`src/rtl/frame_cfg_pkg.sv`:
```
// Shared definitions for the column frame writer.
// Holds the FSM states and the header word layout.
package frame_cfg_pkg;

    typedef enum logic [1:0] {
        IDLE   = 2'd0,
        LOAD   = 2'd1,
        STROBE = 2'd2
    } state_t;

    localparam logic [7:0] FrameMagic = 8'hFA;

    localparam int MagicMsb = 31;
    localparam int MagicLsb = 24;
    localparam int IdxMsb   = 4;
    localparam int IdxLsb   = 0;
    localparam int IdxWidth = IdxMsb - IdxLsb + 1;

    // A header is accepted when the magic matches and the index is in range.
    function automatic logic hdrValid(
        input logic [31:0] word,
        input int          maxFrames
    );
        logic magicOk;
        logic idxOk;
        magicOk = (word[MagicMsb:MagicLsb] == FrameMagic);
        idxOk   = (int'(word[IdxMsb:IdxLsb]) < maxFrames);
        return magicOk && idxOk;
    endfunction

endpackage

```
`src/rtl/frame_strobe_decoder.sv`:
```
// Frame index to one-hot strobe decoder.
// The whole output is gated low when enable is deasserted.
module frame_strobe_decoder #(
    parameter int NumFrames = 20,
    parameter int IdxWidth  = 5
) (
    input  logic [IdxWidth-1:0]  frameIdx,
    input  logic                 enable,
    output logic [NumFrames-1:0] oneHot
);

    // Set only the bit matching the index, and only while enabled.
    always_comb begin
        oneHot = '0;
        for (int i = 0; i < NumFrames; i++) begin
            if (enable && (int'(frameIdx) == i)) begin
                oneHot[i] = 1'b1;
            end
        end
    end

endmodule

```
`src/rtl/col_frame_writer.sv`:
```
// Column frame writer: header, NumRows data words, then a timed strobe.
// FrameData holds its contents until the next frame overwrites it.
module col_frame_writer
    import frame_cfg_pkg::*;
#(
    parameter int MaxFramesPerCol = 20,
    parameter int FrameBitsPerRow = 32,
    parameter int NumRows         = 4,
    parameter int StrobeCycles    = 2
) (
    input  logic                                 UserCLK,
    input  logic                                 resetn,
    input  logic [FrameBitsPerRow-1:0]           s_data,
    input  logic                                 s_valid,
    output logic                                 s_ready,
    output logic [NumRows*FrameBitsPerRow-1:0]   FrameData,
    output logic [MaxFramesPerCol-1:0]           FrameStrobe,
    output logic                                 busy,
    output logic                                 err
);

    localparam int RowCntW = $clog2(NumRows + 1);
    localparam logic [RowCntW-1:0] LastRow = RowCntW'(NumRows - 1);
    localparam logic [3:0] LastStrobe = 4'(StrobeCycles - 1);

    state_t               state;
    state_t               stateNext;
    logic [IdxWidth-1:0]  frameIdx;
    logic [RowCntW-1:0]   rowCnt;
    logic [3:0]           strbCnt;
    logic                 accept;
    logic                 hdrOk;

    assign s_ready = resetn && (state != STROBE);
    assign busy    = (state != IDLE);
    assign accept  = s_valid && s_ready;
    assign hdrOk   = hdrValid(s_data[31:0], MaxFramesPerCol);

    // State register.
    always_ff @(posedge UserCLK or negedge resetn) begin
        if (!resetn) begin
            state <= IDLE;
        end else begin
            state <= stateNext;
        end
    end

    // Next-state: header opens a frame, last row starts the strobe.
    always_comb begin
        stateNext = state;
        unique case (state)
            IDLE: begin
                if (accept && hdrOk) begin
                    stateNext = LOAD;
                end
            end
            LOAD: begin
                if (accept && (rowCnt == LastRow)) begin
                    stateNext = STROBE;
                end
            end
            STROBE: begin
                if (strbCnt == LastStrobe) begin
                    stateNext = IDLE;
                end
            end
            default: stateNext = IDLE;
        endcase
    end

    // Datapath: latch index, store rows, count strobe cycles, flag bad headers.
    always_ff @(posedge UserCLK or negedge resetn) begin
        if (!resetn) begin
            frameIdx  <= '0;
            rowCnt    <= '0;
            strbCnt   <= '0;
            FrameData <= '0;
            err       <= 1'b0;
        end else begin
            err <= accept && (state == IDLE) && !hdrOk;
            unique case (state)
                IDLE: begin
                    if (accept && hdrOk) begin
                        frameIdx <= s_data[IdxMsb:IdxLsb];
                        rowCnt   <= '0;
                    end
                end
                LOAD: begin
                    strbCnt <= '0;
                    if (accept) begin
                        FrameData[int'(rowCnt)*FrameBitsPerRow +: FrameBitsPerRow]
                            <= s_data;
                        rowCnt <= rowCnt + RowCntW'(1);
                    end
                end
                STROBE: begin
                    strbCnt <= strbCnt + 4'd1;
                end
                default: ;
            endcase
        end
    end

    frame_strobe_decoder #(
        .NumFrames(MaxFramesPerCol),
        .IdxWidth (IdxWidth)
    ) uDecoder (
        .frameIdx(frameIdx),
        .enable  (state == STROBE),
        .oneHot  (FrameStrobe)
    );

endmodule

```
`config.mk`:
```
export PLATFORM = sky130hd
export DESIGN_NAME = col_frame_writer
export DESIGN_NICKNAME = d
export VERILOG_FILES = /design/src/rtl/frame_cfg_pkg.sv /design/src/rtl/frame_strobe_decoder.sv /design/src/rtl/col_frame_writer.sv
export SDC_FILE = /design/constraint.sdc
export NUM_CORES = 1
export LEC_CHECK = 0
export ABC_AREA = 1
export CAP_MARGIN = 30
export CORE_MARGIN = 3
export CORE_UTILIZATION = 25
export DETAILED_ROUTE_END_ITERATION = 10
export PLACE_DENSITY = 0.44
export SKIP_LAST_GASP = 1
export SLEW_MARGIN = 10
export SYNTH_ARGS = -nofsm -noshare
export SYNTH_HDL_FRONTEND = slang
export SYNTH_SLANG_ARGS = --single-unit
```
`constraint.sdc`:
```
create_clock -name UserCLK -period 2.45 [get_ports UserCLK]
set_input_delay 0.49 -clock UserCLK [delete_from_list [all_inputs] [get_ports UserCLK]]
set_output_delay 0.49 -clock UserCLK [all_outputs]
set_load 0.05 [all_outputs]
```
Word level (Yosys, flattened, before mapping)
Index checks and enable logic that the tools add are counted.
Operators by class
  $add $sub $neg: 3
  $lt $le $gt $ge: 1
  eq/ne operators: 29
  shifts and indexed selects: 2
  muxes and demuxes: 29
  reductions and logical operators: 37
Operators by type and width (number)
  128-bit bitwise mux: 1
  32-bit by 33-bit variable shift with 128-bit output, first input constant: 1
  32-bit by 33-bit indexed part select with 128-bit output: 1
  5-bit == test, second input constant: 12
  8-bit negation with 33-bit output: 1
  1-bit logical AND: 27
  5-bit by 4-bit == test with 1-bit output, second input constant: 4
  1-bit 2-to-1 mux: 20
  5-bit by 3-bit == test with 1-bit output, second input constant: 2
  2-bit inequality test, second input constant: 5
  8-bit == test, second input constant: 1
  4-bit one-hot mux with 2 select lines: 1
  2-bit 2-to-1 mux: 3
  3-bit 2-to-1 mux: 2
  2-bit one-hot mux with 3 select lines: 1
  3-bit one-hot mux with 2 select lines: 1
  3-bit AND reduction: 2
  2-bit nonzero test: 3
  5-bit by 2-bit == test with 1-bit output, second input constant: 1
  5-bit zero test: 1
  5-bit < comparator, second input constant: 1
  4-bit by 1-bit adder with 4-bit output, second input constant: 1
  4-bit by 1-bit == test with 1-bit output, second input constant: 1
  2-bit AND reduction: 2
  6 further kinds: 6
Word-level totals
  register bits: 143
  input port bits: 35
  output and inout bits: 151
  logic and storage cells: 107

Depth between registers and ports, before layout
Gate-level depths: netlist (run 1).
  depth after elaboration: 6
  depth in mapped cells: 12
  gate-level depth less buffers: 12

By module
From an unflattened synthesis (run 1), not the netlist that was laid out.
Second synthesis, totals
  cells, all modules: 729
  area total of the unflattened synthesis: 6332.3 µm²
By module, submodules not included
  col_frame_writer: instances 1, cells each 684, area each 6155.9 µm², sequential area each 3578.4 µm²
  frame_strobe_decoder: instances 1, cells each 45, area each 176.4 µm², sequential area each 0.0 µm²

Worst setup path after synthesis (run 1)
OpenSTA, ideal clock, no wires.
  path type: flip-flop to output port
  from: register state[0]
  to: output FrameStrobe[16]
  data arrival time: 1.919 ns
  data required time: 1.960 ns
  setup slack: 0.041 ns
  stages on the path, launching flop included: 5
  buffers on the path: 0
  cells stage by stage: dfrtp_1 > inv_1 > ha_1 > nand3_1 > nor3_1
On the way
  cells in the longest elaborated chain, start to end: 3
Ends and longest elaborated chain
  from (decl): line col_frame_writer.sv:26  | state_t state;
  from (signal assigned): line col_frame_writer.sv:44  | state <= stateNext;
  2-bit == test: line col_frame_writer.sv:109  | .enable (state == STROBE),
  1-bit logical AND: line frame_strobe_decoder.sv:16  | if (enable && (int'(frameIdx) == i)) begin
  1-bit 2-to-1 mux: line frame_strobe_decoder.sv:16
  to (decl): line col_frame_writer.sv:17  | output logic [MaxFramesPerCol-1:0] FrameStrobe,
No other way between the ends.

Final worst setup path (run 1)
  from: register state[0]
  to: output FrameStrobe[0]
The elaborated chain is that of the path after synthesis.

==> summary.md, run 1 <==
| Metric | Value |
|---|---|
| Mapped Nets | 781 |
| Antenna-violating nets left | 0 |
| Global Route Usage Sum | 16.8% |
| Clock skew | 0.0109 ns |
| Clock-pin slew on the worst setup and hold paths | 0.07 ns |
| Cell taking the most area after synthesis | dfrtp_1 |
| Post-layout min period | 2.38 ns |
| Max cap viols | 0 |
| Worst Hold Class | input pin to async pin |
| Worst slew pin tran | 0.875 ns |
| Number of port buffers | 185 |
| Die ar. | 0.0274 mm2 |
| Sequential group share of total power | 32.3% |
| Post-synth ARST share | 100% |
| Area of the core | 0.0247 mm2 |
| Area growth, synth to finish | 49.5% |
| First-pass GRT wire length | 35,200 um |
| Die Height | 166 um |
| Fmax | 0.420 GHz |
| Avg Inst Size Synth | 8.69 um2 |
| Final total power | 0.00890 W |
| Total detailed-routing wirelength | 22,700 um |
| Switching fraction of total power | 41.6% |
| Initial drt markers | 354 |
| DRC viols | 0 |
| TritonCTS clock tree | yes |
| EDFF count, synth | 0 |
| Die width | 166 um |
| Pleak | 4.17 nW |
| Part of the power in combinational logic | 37.5% |
| Layout fillers | 2,535 |
| Clk network pwr share | 30.2% |
| Max-slew violation count | 0 |
| Top FF cell, synth | dfrtp_1 |
| M1 WL | 10,800 um |
| Post-synth cell types | 28 |
| Highest metal used | met4 |
| Overflow after GRT | 0 |
| Register bit total from synthesis | 143 |
| Worst setup SP type | flop |
| RSZ-0062 raised after global routing | true |
| Post-route clock period utilization | 97.2% |
| Internal power | 0.00520 W |
| Syn Std Cell Area | 0.00637 mm2 |
| Worst-skew pair later-pin latency | 0.42 ns |
| CTS buffer count | 17 |
| PwrDens | 935 mW/mm2 |
| Sequential fraction of the synthesis area | 56.2% |
| CP max FO | 6 |
| Longest Clk Path Bufs | 2 |
| Critical-path cell list | inv_1, ha_2, inv_2, nor2_4, nand2_1, nor2_1, buf_12 |
| Place WS | 0.274 ns |
| Inst Count DP | 1,224 |
| Final Hold Viols | 0 |
| VDD IR max | 0.725 mV |
| Diode count | 0 |
| Critical path class | flop to output port |
| Met3 wire len | 1210 um |
| Wirelength per Cell | 18.1 um |
| Final HPWL DP | 15,200 um |
| Setup violators final | 0 |
| Vias | 5,723 |
| Layout cells sized above 1 | 12.9% |
| Antenna violations before repair | 0 |
| Vias in the first global route | 5,794 |
| Initial Util | 25.8% |
| Synth area leaders | dfrtp_1, nand2_1, nand3_1, o21ai_1, o21ai_0 |
| CTS Sinks | 143 |
| Largest net degree at the start of global routing | 78 |
| CP Capture Type | output port |
| Crit-path max cell delay | 0.40 ns |
| Max-slew headroom | 41.7% |
| Ports | 186 |
| Slowest CP cell | dfrtp_1 |
| Final non-filler cell total | 1,257 |
| Switching pwr | 0.00370 W |
| Hold slack | 0.443 ns |
| Post-DR vias/cell | 4.55 |
| Synth Instances | 733 |
| Clk root buf | clkbuf_16 |
| Arrival @ worst endpoint | 1.89 ns |
| Drt pass-1 iters | 5 |
| Metal2 WL | 10,600 um |
| Worst Path Required | 1.96 ns |
| CP delay by family, top | simple AND/OR/NAND/NOR gates |
| Yosys warnings | 0 |
| Final worst setup slack | 0.0676 ns |
| Fin nets | 968 |
| CP Buf/Inv Count | 3 |
| Gpl congestion | 0.731 |
| Run status | finished, final reports clean |
| Yosys top cell area share | 56.2% |
| Rows | 57 |
| H-tree depth | 4 |
## worst paths after layout
| check | cells past startpoint | endpoint | startpoint | slack (ns) |
|---|---|---|---|---|
| min reg2reg | 2 | FrameData[88]$_DFFE_PN0P_ | FrameData[88]$_DFFE_PN0P_ | 0.48 |
| max | 7 | FrameStrobe[0] | state[0]$_DFFE_PN0P_ | 0.07 |
| max reg2reg | 8 | FrameData[21]$_DFFE_PN0P_ | rowCnt[1]$_DFFE_PN0P_ | 0.29 |
| max in group asynchronous | 3 | rowCnt[0]$_DFFE_PN0P_ | resetn | 0.89 |
| min | 2 | strbCnt[1]$_DFFE_PN0P_ | resetn | 0.44 |
| min in group UserCLK | 2 | FrameData[88]$_DFFE_PN0P_ | FrameData[88]$_DFFE_PN0P_ | 0.48 |
## logic make-up after synthesis
logic type | count (synthesis) | synth area share [%]
AO/OA/AOI/OAI | 106 | 8.35
adder cells (fa/ha/maj) | 13 | 2.56
buffers and inverters | 75 | 5.37
flip-flops | 143 | 56.2
AND/OR/NAND/NOR | 396 | 27.5
## what timing repair did
| item | in CTS | in global routing |
|---|---|---|
| setup buffers | 0 | 0 |
| endpoints found under the setup margin | 16 | 18 |
| resized for setup | 13 | 4 |
| hold buffers | 1 | 0 |
| endpoints found under the hold margin | 2 | 0 |
| gates cloned | 0 | 0 |
## synthesized netlist by cell type (3+ instances only)
library cell,count
nand2_1,208
dfrtp_1,143
nand3_1,142
buf_2,19
buf_6,3
inv_1,21
buf_1,3
clkbuf_1,20
inv_2,4
o21ai_1,65
buf_4,3
nand3_2,3
nor2_1,30
ha_1,13
o21ai_0,38
## flip-flops by register name (all words and copies together), names as in the netlist
name / flops
err: 1
rowCnt: 3
frameIdx: 5
strbCnt: 4
state: 2
FrameData: 128
## layer usage
metal  GRT usage (%)  up-vias
met5               0        -
met4            3.52        0
met3            3.59        6
met2            26.7      155
met1            23.8     2749
li1                -     2813
## worst reg2reg max path, stage by stage, from the launching register on
cell and delay, ns:
dfrtp_1 0.46, inv_1 0.10, ha_1 0.19, ha_1 0.35, nor3b_1 0.24, nand2_1 0.13
buf_4 0.28, o21ai_0 0.21, nand2_1 0.08
## power by group through the flow
| stage | combinational (W) | sequential [W] | clock [W] |
|---|---|---|---|
| floorplan | 0.00114 | 0.00382 | 0 |
| global placement | 0.00335 | 0.00292 | 0 |
| detailed placement | 0.00337 | 0.00291 | 0 |
| CTS | 0.00339 | 0.00288 | 0.00277 |
| global route | 0.00360 | 0.00291 | 0.00287 |
| finish | 0.00334 | 0.00287 | 0.00269 |
## layout by cell type, fill, tap and decap left out, drive strengths merged
cell type      count
o21ai            103
nor2              33
buf               55
clkbuf            19
clkdlybuf4s50    162
clkinvlp           4
nand3            146
o22ai              1
clkinv             3
nor3b              1
nand4              1
ha                13
bufinv             2
nor3               4
dlygate4sd3        1
inv               29
dfrtp            143
nand2            208
nor4               1
a21oi              2
or2                2
## through the flow
step	util [%]	area [um2]	TNS, ns
detailed placement	35.8	8840	0
finish	38.6	9520	0
global placement	35.8	8840	0
CTS	38.5	9500	0
floorplan	-	6370	0
global route	38.6	9520	-0.492
## cell type report
type | instances | area, um2 | share of cell area [%]
well taps | 324 | 405 | 4.26
multi-input cells | 515 | 2510 | 26.3
repair buffers | 218 | 2320 | 24.4
flip-flops and latches | 143 | 3580 | 37.6
inverters | 25 | 93.8 | 0.986
clock inverters | 13 | 154 | 1.62
clock buffers | 19 | 453 | 4.76
Power figures use the tool's default switching activity.
==> run 2: changes to the inputs <==
HOLD_SLACK_MARGIN = 0.06   (was not set)
SLEW_MARGIN = 20   (was 10)
==> results of run 2 <==
The final DEF is identical to that of run 1; final timing and power are the same.
==> run 3: changes to the inputs <==
ABC_AREA = not set   (was 1)
SYNTH_HIERARCHICAL = 1   (was not set)
==> run 3 against run 2 <==
Utilization is 1.1 points higher. Flip-flop and latch count stayed put. Global-route usage is 1.4 points lower. Clock power is 3% lower. Setup slack better by 0.0071 ns. Cell area is 0.99% lower.
==> summary.md, run 3 <==
| Metric | Value |
|---|---|
| Run status | finished, final reports clean |
| Avg Inst Size Synth | 9.18 um2 (+5.7%) |
| CTS buffer count | 17 (unchanged) |
| Worst setup SP type | flop |
| Longest Clk Path Bufs | 2 (unchanged) |
| Synth Instances | 668 (-8.9%) |
| Placed cell area | 0.00876 mm2 (-0.92%) |
| Cell taking the most area after synthesis | dfrtp_1 |
| Overflow after GRT | 0 (unchanged) |
| Layout cells sized above 1 | 12.7% (-0.16 points) |
| Worst Path Required | 1.96 ns (about the same) |
| Biggest registers after layout | FrameData x128, frameIdx x5, strbCnt x4 |
| Final non-filler cell total | 1,201 (-4.5%) |
| Arrival @ worst endpoint | 1.89 ns (about the same) |
| Global Route Usage Sum | 15.5% (-1.4 points) |
| Area of the core | 0.0238 mm2 (-3.7%) |
| DRC viols | 0 (unchanged) |
| Final HPWL DP | 14,000 um (-7.8%) |
| Post-DR vias/cell | 4.34 (-4.6%) |
| Place WS | -0.179 ns (-0.453 ns) |
| CP Capture Type | output port |
| Post-synth cell types | 38 (+36%) |
| Die Height | 163 um (-1.8%) |
| Clk root buf | clkbuf_16 |
| Total detailed-routing wirelength | 19,700 um (-13%) |
| H-tree depth | 4 (unchanged) |
| Yosys top cell area share | 58.4% (+2.1 points) |
| VDD IR max | 0.486 mV (-33%) |
| Critical path class | flop to output port |
| M1 WL | 9200 um (-15%) |
| Mapped Nets | 716 (-8.3%) |
| Metal2 WL | 8960 um (-15%) |
| Wirelength per Cell | 16.4 um (-9.1%) |
| Sequential fraction of the synthesis area | 58.4% (+2.1 points) |
| RSZ-0062 raised after global routing | true |
| Final Hold Viols | 0 (unchanged) |
| Clock-pin slew on the worst setup and hold paths | 0.06 ns (about the same) |
| Synth cell count leaders | nand2_1, dfrtp_1, o21ai_0 |
| Synth area leaders | dfrtp_1, nand2_1, o21ai_0, nand2b_1, o21ai_1 |
| EDFF count, synth | 0 (unchanged) |
| Post-route design area | 0.00942 mm2 (-0.99%) |
| PwrDens | 1190 mW/mm2 (+27%) |
| First-pass GRT wire length | 31,800 um (-9.6%) |
| Initial drt markers | 246 (-31%) |
| Fmax | 0.421 GHz (+0.30%) |
| CP max FO | 4 (-2) |
| Most common cell after layout, fill and taps aside | nand2_1 |
| Setup TNS | 0 ns (unchanged) |
| Met3 wire len | 1250 um (+3.8%) |
| Area growth, synth to finish | 53.7% |
| Syn Std Cell Area | 0.00613 mm2 (-3.7%) |
| Diode count | 0 (unchanged) |
| Yosys warnings | 6 (+6) |
| Worst slew pin tran | 0.719 ns (-0.156 ns) |
| Highest metal used | met4 |
| Fin util | 39.7% (+1.1 points) |
| Vias | 5,217 (-8.8%) |
| CTS Sinks | 143 (unchanged) |
| Fin nets | 918 (-5.2%) |
| Final worst setup slack | 0.0748 ns (+0.00711 ns) |
| Top FF cell, synth | dfrtp_1 |
| Rows | 56 (-1.8%) |
| Post-synth ARST share | 100% (unchanged) |
| Max FFs per register | 128 (unchanged) |
| Pleak | 3.92 nW (-5.8%) |
| Commonest non-fill, non-tap cells in the layout | nand2_1, clkdlybuf4s50_1, dfrtp_1, o21ai_0, o21ai_1 |
| Max-slew headroom | 52.1% (+10 points) |
| Inst Count DP | 1,166 (-4.7%) |
| Count leader, synth | nand2_1 |
| Clock skew | 0.0105 ns (-0.000428 ns) |
| Ports | 186 (unchanged) |
| Register bit total from synthesis | 143 (unchanged) |
| Post-route clock period utilization | 96.9% (-0.29 points) |
| R2R depth | 8 (unchanged) |
| Setup violators final | 0 (unchanged) |
| Worst Hold Class | input pin to async pin |
| Die width | 163 um (-1.8%) |
| Gpl congestion | 0.767 (+4.9%) |
| Largest net degree at the start of global routing | 121 (+55%) |
| Die ar. | 0.0264 mm2 (-3.5%) |
| Worst-skew pair later-pin latency | 0.42 ns (about the same) |
| Number of port buffers | 185 (unchanged) |
| Max-slew violation count | 0 (unchanged) |
| Antenna violations before repair | 0 (unchanged) |
| Max cap viols | 0 (unchanged) |
| Initial Util | 25.8% (about the same) |
| Drt pass-1 iters | 4 (-1) |
| Vias in the first global route | 5,478 (-5.5%) |
| TritonCTS clock tree | yes |
| Post-layout min period | 2.38 ns (-0.00711 ns) |
| Biggest register | FrameData |
| Antenna-violating nets left | 0 (unchanged) |
-- run 3: changes by cell type in the layout (fill, tap and decap cells not counted), sizes merged, moves of 3 or more --
cell     before  now
mux2          0    8
nand3       146    3
o21ai       103  132
inv          29   17
buf          55   60
nand4bb       0    4
nand2b        0   33
nand2       208  228
nand4         1    4
nor3          4    7
nand3b        0    3
nor2         33   17
-- run 3: cell families after synthesis --
group                    count (synthesis)  synth area share (%)
AND/OR/NAND/NOR                        310                  22.2
flip-flops                             143                  58.4
AO/OA/AOI/OAI                          142                  12.0
buffers and inverters                   52                  3.26
adder cells (fa/ha/maj)                 13                  2.65
multiplexers                             8                  1.47
-- run 3: routing by layer --
layer  GRT usage, %  vias to the layer above
met2           24.3                      139
met1           20.7                     2459
met4           4.73                        0
li1               -                     2598
met5              0                        -
met3           4.63                       21
-- run 3: repair_timing --
| item | in CTS | in global routing |
|---|---|---|
| endpoints found under the setup margin | 13 | 9 |
| buffers inserted | 3 | 0 |
| pin swaps | 2 | 1 |
| resized for setup | 7 | 1 |
| cloned | 0 | 0 |
| hold buffers | 1 | 0 |
| hold endpoints to repair | 5 | 0 |
-- run 3: path summary, 6_finish.rpt --
kind	slack, ns	from	to
min reg2reg	0.48	FrameData[27]$_DFFE_PN0P_	FrameData[27]$_DFFE_PN0P_
min	0.44	resetn	strbCnt[3]$_DFFE_PN0P_
max	0.07	state[0]$_DFFE_PN0P_	FrameStrobe[0]
min in group UserCLK	0.48	FrameData[27]$_DFFE_PN0P_	FrameData[27]$_DFFE_PN0P_
max reg2reg	0.16	rowCnt[0]$_DFFE_PN0P_	FrameData[7]$_DFFE_PN0P_
max in group asynchronous	1.08	resetn	FrameData[55]$_DFFE_PN0P_
-- run 3: critical path, stage by stage (launching register included) --
cell,delay [ns]
dfrtp_1,0.39
inv_2,0.08
ha_4,0.13
or4b_4,0.52
nor3_4,0.18
buf_12,0.16
-- run 3: where the power goes --
part | switching [W] | internal, W | leakage [nW]
Sequential | 0.000364 | 0.00293 | 1.97
Clock | 0.00107 | 0.00154 | 0.282
Combinational | 0.00351 | 0.00181 | 1.67
Total | 0.00494 | 0.00628 | 3.92
-- run 3: final cells by class --
| cell class | count | area [um2] |
|---|---|---|
| clock inverter | 13 | 155 |
| fill | 2337 | 14300 |
| sequential | 143 | 3580 |
| tap | 319 | 399 |
| multi-input combinational | 473 | 2420 |
| timing repair buffer | 223 | 2390 |
| inverter | 12 | 45.0 |
| clock buffer | 18 | 439 |
-- run 3: stage by stage --
step / hold WS (ns) / power, W
after floorplan: 0.194 / 0.00661
after global placement: 0.318 / 0.00858
after detailed placement: 0.321 / 0.00867
after CTS: 0.425 / 0.0114
after global routing: 0.433 / 0.0119
final: 0.444 / 0.0112
